--- src/rtl/fpga_cmd_dispatch.sv ---
// fpga_cmd_dispatch
//   Pops command words from the host input FIFO (header, address and, for
//   writes, a data word). It then dispatches a single transaction to one of
//   NUM_CH interface-master channels. Read data, optional write acks and
//   error words are returned through the output FIFO. Only one transaction
//   is in flight at a time.
//
//   Header word: [31]=rw (1=read), [30:24]=slave, [23:20]=channel, rest ignored.
//   Status words: 0xEE00_00cc bad channel, 0xEE01_00cc timeout, 0xAC00_00cc write ack.
//
// Ports
//   CLK, rst               clock, asynchronous active-high reset
//   fa_dout/fa_empty/fa_ren input FIFO (data valid the cycle after fa_ren)
//   fb_din/fb_wen/fb_full   output FIFO
//   ch_valid                one-hot single-cycle strobe to the selected channel
//   ch_rw/ch_slave/ch_addr/ch_wdata  shared transaction fields, held
//   ch_busy/ch_rd_valid/ch_rd_data   per-channel status and read return
//   busy                    high whenever the controller is not idle
//   err_cnt                 saturating count of error words pushed
module fpga_cmd_dispatch #(
  parameter int NUM_CH      = 2,
  parameter int DW          = 32,
  parameter int TIMEOUT_CYC = 65535,
  parameter int WR_ACK      = 0
) (
  input  logic                 CLK,
  input  logic                 rst,
  input  logic [DW-1:0]        fa_dout,
  input  logic                 fa_empty,
  output logic                 fa_ren,
  output logic [DW-1:0]        fb_din,
  output logic                 fb_wen,
  input  logic                 fb_full,
  output logic [NUM_CH-1:0]    ch_valid,
  output logic                 ch_rw,
  output logic [6:0]           ch_slave,
  output logic [DW-1:0]        ch_addr,
  output logic [DW-1:0]        ch_wdata,
  input  logic [NUM_CH-1:0]    ch_busy,
  input  logic [NUM_CH-1:0]    ch_rd_valid,
  input  logic [NUM_CH*DW-1:0] ch_rd_data,
  output logic                 busy,
  output logic [7:0]           err_cnt
);

  localparam int TW = $clog2(TIMEOUT_CYC + 1);

  typedef enum logic [3:0] {
    S_IDLE, S_RD_HDR, S_LAT_HDR, S_RD_ADDR, S_LAT_ADDR,
    S_RD_DAT, S_LAT_DAT, S_ISSUE, S_WAIT, S_PUSH
  } state_t;

  state_t          r_state, w_next;
  logic            r_rw;
  logic [6:0]      r_slave;
  logic [3:0]      r_ch;
  logic [DW-1:0]   r_addr, r_wdata, r_out;
  logic            r_is_err, r_blank;
  logic [TW-1:0]   r_tmo;
  logic [7:0]      r_err_cnt;

  logic            w_sel_busy, w_sel_rdv, w_bad, w_issue;
  logic [DW-1:0]   w_sel_data;
  logic            w_rd_done, w_wr_done, w_tmo;

  // Status word: 16-bit tag, channel number in the low nibble, zero-extended.
  function automatic logic [DW-1:0] status_word(input logic [15:0] tag, input logic [3:0] ch);
    logic [DW-1:0] w;
    w = '0;
    w[31:0] = {tag, 12'h000, ch};
    return w;
  endfunction

  // Select the addressed channel's status; an out-of-range channel selects nothing.
  always_comb begin
    w_sel_busy = 1'b0;
    w_sel_rdv  = 1'b0;
    w_sel_data = '0;
    for (int c = 0; c < NUM_CH; c++) begin
      if (r_ch == 4'(c)) begin
        w_sel_busy = ch_busy[c];
        w_sel_rdv  = ch_rd_valid[c];
        w_sel_data = ch_rd_data[c*DW +: DW];
      end
    end
  end

  assign w_bad     = (int'(r_ch) >= NUM_CH);
  assign w_rd_done = r_rw && w_sel_rdv;
  // The first WAIT cycle ignores busy: masters raise it a cycle after the strobe.
  assign w_wr_done = !r_rw && !r_blank && !w_sel_busy;
  assign w_tmo     = (r_tmo >= TW'(TIMEOUT_CYC));

  always_ff @(posedge CLK or posedge rst) begin
    if (rst) r_state <= S_IDLE;
    else     r_state <= w_next;
  end

  always_comb begin
    w_next   = r_state;
    fa_ren   = 1'b0;
    fb_wen   = 1'b0;
    w_issue  = 1'b0;
    ch_valid = '0;
    case (r_state)
      S_IDLE:     if (!fa_empty) w_next = S_RD_HDR;
      S_RD_HDR:   if (!fa_empty) begin fa_ren = 1'b1; w_next = S_LAT_HDR; end
      S_LAT_HDR:  w_next = S_RD_ADDR;
      S_RD_ADDR:  if (!fa_empty) begin fa_ren = 1'b1; w_next = S_LAT_ADDR; end
      S_LAT_ADDR: begin
        if (!r_rw)      w_next = S_RD_DAT;
        else if (w_bad) w_next = S_PUSH;
        else            w_next = S_ISSUE;
      end
      S_RD_DAT:   if (!fa_empty) begin fa_ren = 1'b1; w_next = S_LAT_DAT; end
      S_LAT_DAT:  w_next = w_bad ? S_PUSH : S_ISSUE;
      S_ISSUE:    if (!w_sel_busy) begin w_issue = 1'b1; w_next = S_WAIT; end
      S_WAIT: begin
        if (w_rd_done)      w_next = S_PUSH;
        else if (w_wr_done) w_next = (WR_ACK != 0) ? S_PUSH : S_IDLE;
        else if (w_tmo)     w_next = S_PUSH;
      end
      S_PUSH:     if (!fb_full) begin fb_wen = 1'b1; w_next = S_IDLE; end
      default:    w_next = S_IDLE;
    endcase
    for (int c = 0; c < NUM_CH; c++) ch_valid[c] = w_issue && (r_ch == 4'(c));
  end

  // Command capture, completion tracking and result staging
  always_ff @(posedge CLK or posedge rst) begin
    if (rst) begin
      r_rw      <= 1'b0;
      r_slave   <= '0;
      r_ch      <= '0;
      r_addr    <= '0;
      r_wdata   <= '0;
      r_out     <= '0;
      r_is_err  <= 1'b0;
      r_blank   <= 1'b0;
      r_tmo     <= '0;
      r_err_cnt <= '0;
    end else begin
      case (r_state)
        S_LAT_HDR: begin
          r_rw    <= fa_dout[31];
          r_slave <= fa_dout[30:24];
          r_ch    <= fa_dout[23:20];
        end
        S_LAT_ADDR: begin
          r_addr <= fa_dout;
          if (r_rw && w_bad) begin
            r_out    <= status_word(16'hEE00, r_ch);
            r_is_err <= 1'b1;
          end
        end
        S_LAT_DAT: begin
          r_wdata <= fa_dout;
          if (w_bad) begin
            r_out    <= status_word(16'hEE00, r_ch);
            r_is_err <= 1'b1;
          end
        end
        S_ISSUE: begin
          // Counter counts the strobe cycle too, so it reads 1 in the first WAIT cycle.
          if (!w_sel_busy) begin
            r_tmo   <= TW'(1);
            r_blank <= 1'b1;
          end
        end
        S_WAIT: begin
          r_blank <= 1'b0;
          if (w_rd_done) begin
            r_out    <= w_sel_data;
            r_is_err <= 1'b0;
          end else if (w_wr_done) begin
            r_out    <= status_word(16'hAC00, r_ch);
            r_is_err <= 1'b0;
          end else if (w_tmo) begin
            r_out    <= status_word(16'hEE01, r_ch);
            r_is_err <= 1'b1;
          end else begin
            r_tmo <= r_tmo + TW'(1);
          end
        end
        S_PUSH: begin
          if (!fb_full && r_is_err && (r_err_cnt != 8'hFF)) r_err_cnt <= r_err_cnt + 8'd1;
        end
        default: ;
      endcase
    end
  end

  assign fb_din   = r_out;
  assign ch_rw    = r_rw;
  assign ch_slave = r_slave;
  assign ch_addr  = r_addr;
  assign ch_wdata = r_wdata;
  assign busy     = (r_state != S_IDLE);
  assign err_cnt  = r_err_cnt;

endmodule
--- config.mk ---
export PLATFORM = sky130hd
export DESIGN_NAME = fpga_cmd_dispatch
export DESIGN_NICKNAME = d
export VERILOG_FILES = /design/src/rtl/fpga_cmd_dispatch.sv
export SDC_FILE = /design/constraint.sdc
export NUM_CORES = 1
export LEC_CHECK = 0
export BUFFER_PORTS_ARGS = -buffer_cell sky130_fd_sc_hd__buf_2
export CAP_MARGIN = 0
export CORE_AREA = 2 2 118 120
export CTS_CLUSTER_DIAMETER = 150
export DETAILED_ROUTE_END_ITERATION = 10
export DIE_AREA = 0 0 120 122
export PLACE_DENSITY = 0.76
export SYNTH_ARGS = -nofsm -noshare
export SYNTH_HDL_FRONTEND = slang
export SYNTH_SLANG_ARGS = --single-unit
--- constraint.sdc ---
create_clock -name CLK -period 6.23 [get_ports CLK]
set_input_delay 0.9345 -clock CLK [delete_from_list [all_inputs] [get_ports CLK]]
set_output_delay 0.9345 -clock CLK [all_outputs]
set_load 0.02 [all_outputs]
# Yosys cells after proc, flatten, opt, wreduce, memory -nomap -nowiden

Cells that the tools add are included.

Word-level logic and storage cells: 104
Register bits: 138
Input port bits: 104
Output and inout port bits: 117

Order comparisons: 2
$add $sub $neg: 2
Reductions and logical operators: 23
Equal/unequal tests: 23
Mux-type cells: 43

Operator list:

| kind                                                 | count |
|---|---|
| two-way mux 32 bit                                   | 7 |
| one-hot mux 32 bit (3 select lines)                  | 1 |
| two-way mux 16 bit                                   | 4 |
| two-way mux 4 bit                                    | 11 |
| one-hot mux 4 bit (10 select lines)                  | 1 |
| one-hot mux 16 bit (2 select lines)                  | 1 |
| != test 2 bit (second input constant)                | 11 |
| adder 16 x 1 -> 16 bit (second input constant)       | 1 |
| equality test 4 x 3 -> 1 bit (second input constant) | 4 |
| >= comparator 16 bit (second input constant)         | 1 |
| two-way mux 1 bit                                    | 16 |
| adder 8 x 1 -> 8 bit (second input constant)         | 1 |
| equality test 4 x 1 -> 1 bit (second input constant) | 2 |
| equality test 4 x 2 -> 1 bit (second input constant) | 2 |
| equality test 4 bit (second input constant)          | 2 |
| logical AND 1 bit                                    | 8 |
| zero test 4 bit                                      | 2 |
| != test 8 bit (second input constant)                | 1 |
| AND reduction 7 bit                                  | 1 |
| AND reduction 5 bit                                  | 1 |
| >= comparator 4 x 2 -> 1 bit (second input constant) | 1 |
| zero test 1 bit                                      | 4 |
| != test 4 bit (second input constant)                | 1 |
| AND reduction 2 bit                                  | 2 |
| other kinds (7)                                      | 7 |

# Longest topological paths before layout

Gate-level depths: netlist of run 1.

Depth after elaboration: 8
Depth in mapped cells: 7
Gate-level depth less buffers: 6

# Least setup slack after synthesis of run 1

Ideal clock, no wire load.

Kind: input port to output port
Start: input ch_busy[1]
End: output ch_valid[0]
Arrival time: 2018 ps
Buffers on the path: 1
Path slack: 3277 ps
Cell stages on the path: 4
Path through: mux2i_1 -> o21ai_0 -> clkbuf_1 -> nor3_1

Word-level cells in the longest chain between the ends: 4

RTL lines:

| what              | line | source |
|---|---|---|
| start, declared   | 39   | `input logic [NUM_CH-1:0] ch_busy,` |
| two-way mux 1 bit | 80   | `if (r_ch == 4'(c)) begin` |
| two-way mux 1 bit | 117  | `S_ISSUE: if (!w_sel_busy) begin w_issue = 1'b1; w_next = S_WAIT; end` |
| two-way mux 1 bit | 105  | `case (r_state)` |
| logical AND 1 bit | 126  | `for (int c = 0; c < NUM_CH; c++) ch_valid[c] = w_issue && (r_ch == 4'(c));` |
| end, declared     | 34   | `output logic [NUM_CH-1:0] ch_valid,` |

No other way between the ends.

# Final worst setup path of run 1

Start: register r_state[0]
End: output ch_valid[1]

Word-level cells in the longest chain between the ends: 3

RTL lines:

| what                         | line | source |
|---|---|---|
| start, declared              | 53   | `state_t r_state, w_next;` |
| start signal, assigned       | 96   | `else r_state <= w_next;` |
| equality test 4 x 3 -> 1 bit | 105  |  |
| two-way mux 1 bit            | 105  |  |
| logical AND 1 bit            | 126  |  |

No other way between the ends.

==> results of run 1 <==
## worst register-to-register path, delay by kind of cell (launching register included)
family / cells / cell delay [ps]
buffers and inverters: 1 / 470
DFF: 1 / 380
muxes: 1 / 430
and+or+nand+nor: 3 / 1460
AOI/OAI and AO/OA: 1 / 200
## state kept, by name, summed over array words and instances, names as in the netlist
signal / flops
ch_addr: 32
r_is_err: 1
r_blank: 1
ch_slave: 7
r_ch: 4
fb_din: 32
r_state: 4
err_cnt: 8
ch_wdata: 32
ch_rw: 1
r_tmo: 16
## Yosys cell counts, drive strengths merged, types with 2 or more instances
library cell / number / area share [%]
and3: 10 / 1.0
o41ai: 2 / 0.28
a31oi: 4 / 0.40
o21bai: 3 / 0.36
o31ai: 7 / 0.84
nor4b: 2 / 0.76
nand2: 17 / 1.0
clkbuf: 20 / 1.2
nor2: 15 / 0.94
inv: 5 / 0.30
o311ai: 2 / 0.28
or3: 5 / 0.50
a41o: 2 / 0.32
xnor2: 6 / 0.84
mux2: 86 / 15
dfrtp: 138 / 55
a21oi: 11 / 0.88
nand4: 10 / 1.0
ha: 2 / 0.40
nand3: 11 / 0.88
o2bb2ai: 21 / 2.9
nand2b: 7 / 0.70
o22a: 4 / 0.56
mux2i: 36 / 5.8
or4: 6 / 0.72
o21ai: 10 / 0.80
nor4: 3 / 0.40
buf: 9 / 0.84
nor3: 11 / 1.1
o21a: 3 / 0.36
nand4b: 2 / 0.28
## cell families after synthesis
logic type | Yosys count
xor gates and xnor gates | 7
buffers and inverters | 34
AOI/OAI and AO/OA | 79
and+or+nand+nor | 105
muxes | 122
adders and majority gates | 2
DFF | 138
## power by group through the flow
stage	logic [W]	registers [W]	clock network (W)
global placement	0.00163	0.00148	0
floorplan	0.000839	0.00180	0
global route	0.00179	0.00155	0.00115
finish	0.00166	0.00150	0.00109
detailed placement	0.00168	0.00151	0
CTS	0.00168	0.00150	0.00111
## cell usage in the layout, fill, tap and decap left out, types with 10 or more instances in the layout
master / instances
buf_2: 221
nand4_1: 10
o2bb2ai_1: 21
nand2_1: 17
clkbuf_16: 17
nor2_1: 13
mux2i_1: 36
and3_1: 10
mux2_2: 86
a21oi_1: 11
dfrtp_1: 137
nand3_1: 11
## layer usage
layer | vias up | routed length (µm) | GRT usage (%) | part of all wire (%)
li1 | 2257 | - | - | -
met1 | 2367 | 6390 | 26.1 | 41
met2 | 186 | 7610 | 36.8 | 49
met3 | 22 | 1260 | 8.29 | 8.1
met4 | 0 | 232 | 7.72 | 1.5
met5 | - | 0 | 0 | 0
## stage by stage
step	area, µm²	utilization (%)	hold WS, ps	setup slack [ps]	total power, W
2_1_floorplan	6260	-	464	1600	0.00264
3_3_place_gp	7510	55.6	467	2880	0.00311
3_5_place_dp	7510	55.6	471	2820	0.00318
4_1_cts	8150	60.3	485	2470	0.00429
5_1_grt	8150	60.4	497	2570	0.00449
6_report	8150	60.4	482	2790	0.00425
## final timing paths
path	depth (start not counted)	end
setup / recovery	4	ch_valid[1]
hold / removal	1	fb_din[17]$_DFFE_PP0P_
setup reg to reg	6	fb_din[14]$_DFFE_PP0P_
hold reg to reg	1	fb_din[17]$_DFFE_PP0P_
max in group asynchronous	3	err_cnt[4]$_DFFE_PP0P_
min in group asynchronous	2	ch_addr[21]$_DFFE_PP0P_
## layout make-up
class	count	area [µm²]
tap	180	225
timing repair buffer	225	1140
fill	1063	5350
clock buffer	17	425
clock inverter	15	215
sequential	138	3450
inverter	5	21.3
multi-input combinational	315	2670
==> key figures, run 1 <==
Clock network
  • Worst-skew pair later-pin latency: 420 ps
  • Postcts setup bufs: 0
  • Clock tree root buffer cell: clkbuf_16
  • Worst-path clk slew: 60 ps
  • TritonCTS clock tree: done
  • Post-CTS sizing: 0
  • Hold-fix buffers, CTS: 0
  • Cts bufs inserted: 17
  • H-tree depth: 4
  • Clk buf depth: 2
  • Clock sinks: 138

Critical path
  • Launching element of the worst setup path: r_state[0]$_DFFE_PP0P_
  • Buf/Inv on CP: 1
  • CP required: 5300 ps
  • Critical R2R Launch: r_ch[0]$_DFFE_PP0P_
  • Startpoint Class: register
  • Worst R2R Setup Slack: 3210 ps
  • CP Max Fanout: 17
  • Top delay family on crit path: compound AO/OA/AOI/OAI gates
  • Endpoint type of the worst setup path: output port
  • Crit path largest cell delay: 750 ps
  • Max stage delay cell, worst path: a21oi_1
  • Worst Path Arrival: 2510 ps
  • Crit Path Class: reg2out
  • Cell chain of the critical path: nand4b_1 > a21oi_1 > and3_1 > buf_2

Pwr
  • Gate power share: 39.1%
  • PD cells: 521 nW/µm²
  • Clk pwr share: 25.6%
  • Worst vdd ir: 0.000308 V
  • NetSw: 0.00162 W
  • P_leak: 3.96 nW
  • Pint: 0.00263 W
  • Reg power frac: 35.4%
  • Switch share: 38.2%

Floorplan
  • Starting Density: 46.3%
  • Die Y: 122 µm
  • Core area: 13500 µm²
  • FP Rows: 43
  • I/O pins: 221
  • Die width: 120 µm
  • Die ar.: 14600 µm²

Place
  • DP Wirelength: 11.1 mm
  • Placed Cells: 862
  • Port bufs: 220
  • Final Wtd Congestion: 0.840

GRT
  • Vias in the first global route: 5183
  • Largest net degree at the start of global routing: 79
  • First-pass GRT wire length: 25.4 mm
  • Initial antenna violation count: 0
  • Grt ovf: 0
  • GRT Util Overall: 22.0%

Synthesis
  • Sequential element share of the synthesized area: 55.2%
  • Netlist Area Pre-Place: 6260 µm²
  • Synth Flop Type: dfrtp_1
  • Mux cell area share after synthesis: 21.2%
  • Synth Area in Adders: 0.400%
  • Largest family of logic cells by synthesized area: multiplexers
  • Seq cells post-synth: 138
  • Average size of a mapped cell: 12.8 µm²
  • Number of flops mapped to enable cells by yosys: 0
  • Post-synthesis compound-gate area fraction: 9.78%
  • Synth Area in Simple Gates: 10.1%
  • Synth Area in XOR/XNOR: 0.980%
  • Net count after synthesis: 593
  • Post-Synthesis Cells: 487
  • Synth unique cells: 56
  • Synth async-reset ratio: 100%
  • Synth Warn #: 0

STA
  • Setup Total Neg Slack: 0 ps
  • Final worst-path cycle share: 55.2%
  • Final Skew: 6.57 ps
  • Slew HR: 29.4%
  • Fmax: 291 MHz
  • Post-layout min period: 3440 ps
  • Setup violations, final: 0
  • Final hold vios: 0
  • Slew @ Worst Pin: 1050 ps
  • Count of pins over their slew limit: 0
  • RSZ-0062 raised after global routing: false

Finish
  • Nets: 808
  • Ant diodes: 0
  • Syn-to-layout area delta: 30.3%
  • Final Instance Count excl. Fillers: 895
  • Share of cells above drive strength 1: 50.1%

Drt
  • WL final: 15.5 mm
  • Drt wl/cell: 17.3 µm
  • Detail Route Antenna Nets: 0
  • Vias: 4832
  • 1st-iter DRT viols: 262
  • Via density: 5.40
  • First-pass DRT Iterations: 4
  • DRC viols: 0

Run status
  • Outcome: complete, no violations

Job
  • Max_cap viols: 0

Worst hold path
  • Origin of the worst min-delay path: fb_din[17]$_DFFE_PP0P_
  • Min-delay worst type: reg2reg
Note: power is estimated with default switching activity, not from simulation.
==> inputs of run 2 (changes only) <==
ABC_AREA = 1   (was unset)
CORE_AREA = 2 2 120 122   (was 2 2 118 120)
DIE_AREA = 0 0 122 124   (was 0 0 120 122)
clock period = 3.44 ns   (was 6.23 ns; I/O delays follow)
==> run 2 against run 1 <==
Against the previous run: area after synthesis rose by 4.7%; worst setup slack got worse by 2200 ps; first-iteration DRC count rose by 44%; die area rose by 3.3%; flip-flop and latch count did not move; design area rose by 3.0%; hold slack got worse by 190 ps; combinational power rose by 69%; critical path depth rose by 6; clock-buffer cell count rose by 2; largest power group unchanged.
==> key figures, run 2 <==
Finish
  • Final Instance Count excl. Fillers: 1221
  • Commonest non-fill, non-tap cell in the layout: nand2_1
  • Share of cells above drive strength 1: 27.0%
  • Syn-to-layout area delta: 28.2%
  • Fin util: 61.2%
  • Cell area after layout: 8400 µm²
  • Commonest cells after routing, fill and taps aside: 320 x nand2_1, 220 x buf_2, 138 x dfrtp_1, 79 x o21ai_0, 61 x inv_1
  • Nets: 1133

Synthesis
  • Most frequent cell after synthesis: nand2_1
  • Sequential element share of the synthesized area: 52.7%
  • Cells taking the most area after synthesis: dfrtp_1 53%, nand2_1 18%, o21ai_0 6.0%
  • Synth Flop Type: dfrtp_1
  • Average size of a mapped cell: 8.00 µm²
  • Net count after synthesis: 924
  • Synth async-reset ratio: 100%
  • Seq cells post-synth: 138
  • Top-area cell type share of the netlist area: 52.7%
  • Yosys top cell by area: dfrtp_1
  • Netlist Area Pre-Place: 6550 µm²
  • Post-Synthesis Cells: 818
  • Synth Warn #: 0
  • Number of flops mapped to enable cells by yosys: 0
  • Synth unique cells: 33
  • Post-synth top cells: 322 x nand2_1, 138 x dfrtp_1, 79 x o21ai_0, 62 x inv_1, 54 x nand3_1

Worst hold path
  • Min-delay worst type: in2async

Critical path
  • Critical R2R Launch: r_state[2]$_DFFE_PP0P_
  • Max stage delay cell, worst path: dfrtp_1
  • CP required: 2920 ps
  • Worst R2R Setup Slack: 1080 ps
  • Cell count along the critical path: 10
  • Startpoint Class: register
  • Crit Path Class: reg2out
  • Reg2Reg Depth: 8
  • Crit path largest cell delay: 390 ps
  • CP dominant cell by count: nand2_1
  • Reg2Reg Capture Point: fb_din[22]$_DFFE_PP0P_
  • Buf/Inv on CP: 3
  • Launching element of the worst setup path: r_state[2]$_DFFE_PP0P_
  • Cell chain of the critical path: inv_1 > nand2_1 > nor2_4 > inv_2 > nand2_1 > nand2_2 > nor2_4 > nand2_1 > nor3_1 > buf_2
  • Worst Path Arrival: 2310 ps
  • CP Max Fanout: 17
  • Crit path to: ch_valid[0]
  • Top delay family on crit path: simple AND/OR/NAND/NOR gates
  • Endpoint type of the worst setup path: output port

GRT
  • GRT Util Overall: 23.3%
  • Grt ovf: 0
  • First-pass GRT wire length: 27.4 mm
  • Vias in the first global route: 5582
  • Initial antenna violation count: 1
  • Largest net degree at the start of global routing: 139

Pwr
  • PD cells: 874 nW/µm²
  • P_leak: 4.66 nW
  • Worst vdd ir: 0.000603 V

STA
  • Count of pins over their slew limit: 0
  • Post-layout min period: 2830 ps
  • Slew @ Worst Pin: 855 ps
  • Final hold vios: 0
  • Hold slack: 295 ps
  • RSZ-0062 raised after global routing: false
  • Slew HR: 42.9%
  • Fmax: 353 MHz
  • Final worst-path cycle share: 82.3%
  • Setup violations, final: 0
  • Setup Total Neg Slack: 0 ps
  • Final Skew: 7.77 ps

Place
  • DP Wirelength: 12.5 mm
  • Final Wtd Congestion: 0.876
  • Port bufs: 220
  • Placed Cells: 1188
  • Placed Area: 7760 µm²

Floorplan
  • Die width: 122 µm
  • Starting Density: 47.7%
  • Core area: 13700 µm²
  • Die Y: 124 µm
  • Die ar.: 15100 µm²
  • I/O pins: 221
  • FP Rows: 43

Clock network
  • TritonCTS clock tree: done
  • Worst-path clk slew: 60 ps
  • Postcts setup bufs: 0
  • Clock sinks: 138
  • Worst-skew pair later-pin latency: 420 ps
  • H-tree depth: 4
  • Clock tree root buffer cell: clkbuf_16
  • Hold-fix buffers, CTS: 0
  • Cts bufs inserted: 17
  • Post-CTS sizing: 0
  • Clk buf depth: 2

Drt
  • First-pass DRT Iterations: 5
  • 1st-iter DRT viols: 377
  • Drt wl/cell: 14.1 µm
  • Detail Route Antenna Nets: 0
  • DRC viols: 0
  • Vias: 6023
  • Via density: 4.93
  • WL final: 17.3 mm

Run status
  • Outcome: complete, no violations

Job
  • Max_cap viols: 0
run 2: layer usage:
layer / up-vias / GRT usage [%] / share of wire, %
li1: 3012 / - / -
met1: 2810 / 29.7 / 43
met2: 173 / 38.0 / 49
met3: 28 / 7.69 / 6.4
met4: 0 / 6.75 / 1.5
met5: - / 0 / 0
run 2: cell type report:
| type | count | area, µm² |
|---|---|---|
| fill | 1277 | 5320 |
| clock inverter | 13 | 180 |
| sequential | 138 | 3450 |
| antenna | 1 | 2.50 |
| multi-input combinational | 578 | 2670 |
| clock buffer | 19 | 453 |
| tap | 180 | 225 |
| timing repair buffer | 227 | 1170 |
| inverter | 65 | 248 |
run 2: power by group:
| part | switching, W | internal (W) | leakage [nW] |
|---|---|---|---|
| logic | 0.00190 | 0.000910 | 2.60 |
| registers | 0.000375 | 0.00221 | 1.75 |
| clock network | 0.000743 | 0.00120 | 0.305 |
| total | 0.00302 | 0.00432 | 4.65 |
run 2: worst min-delay path, delay by kind of cell:
kind / cells / cell delay (ps)
buf+inv: 3 / 680
run 2: logic make-up (layout without fill, tap and decap cells):
logic type | after synthesis | after routing | share of synthesized area (%)
flip-flops | 138 | 138 | 52.7
AND/OR/NAND/NOR | 455 | 455 | 28.8
XOR/XNOR | 12 | 12 | 1.61
adder cells (fa/ha/maj) | 2 | 2 | 0.382
other | 0 | 1 | 0
buffers and inverters | 102 | 324 | 6.65
AO/OA/AOI/OAI | 109 | 109 | 9.80
run 2: through the flow:
step	total power, W	setup slack [ps]
2_1_floorplan	0.00445	1200
3_3_place_gp	0.00534	1050
3_5_place_dp	0.00542	1030
4_1_cts	0.00740	574
5_1_grt	0.00784	297
6_report	0.00734	610
run 2: worst min-delay path by stage:
stage                           start                       end  slack [ps]
2_1_floorplan    r_is_err$_DFFE_PP0P_      r_is_err$_DFFE_PP0P_         440
3_3_place_gp   fb_din[10]$_DFFE_PP0P_    fb_din[10]$_DFFE_PP0P_         450
3_5_place_dp   fb_din[13]$_DFFE_PP0P_    fb_din[13]$_DFFE_PP0P_         450
4_1_cts                           rst     r_tmo[13]$_DFFE_PP0P_         350
5_1_grt                   fa_dout[15]  ch_wdata[15]$_DFFE_PP0P_         350
6_report                          rst     r_tmo[13]$_DFFE_PP0P_         290
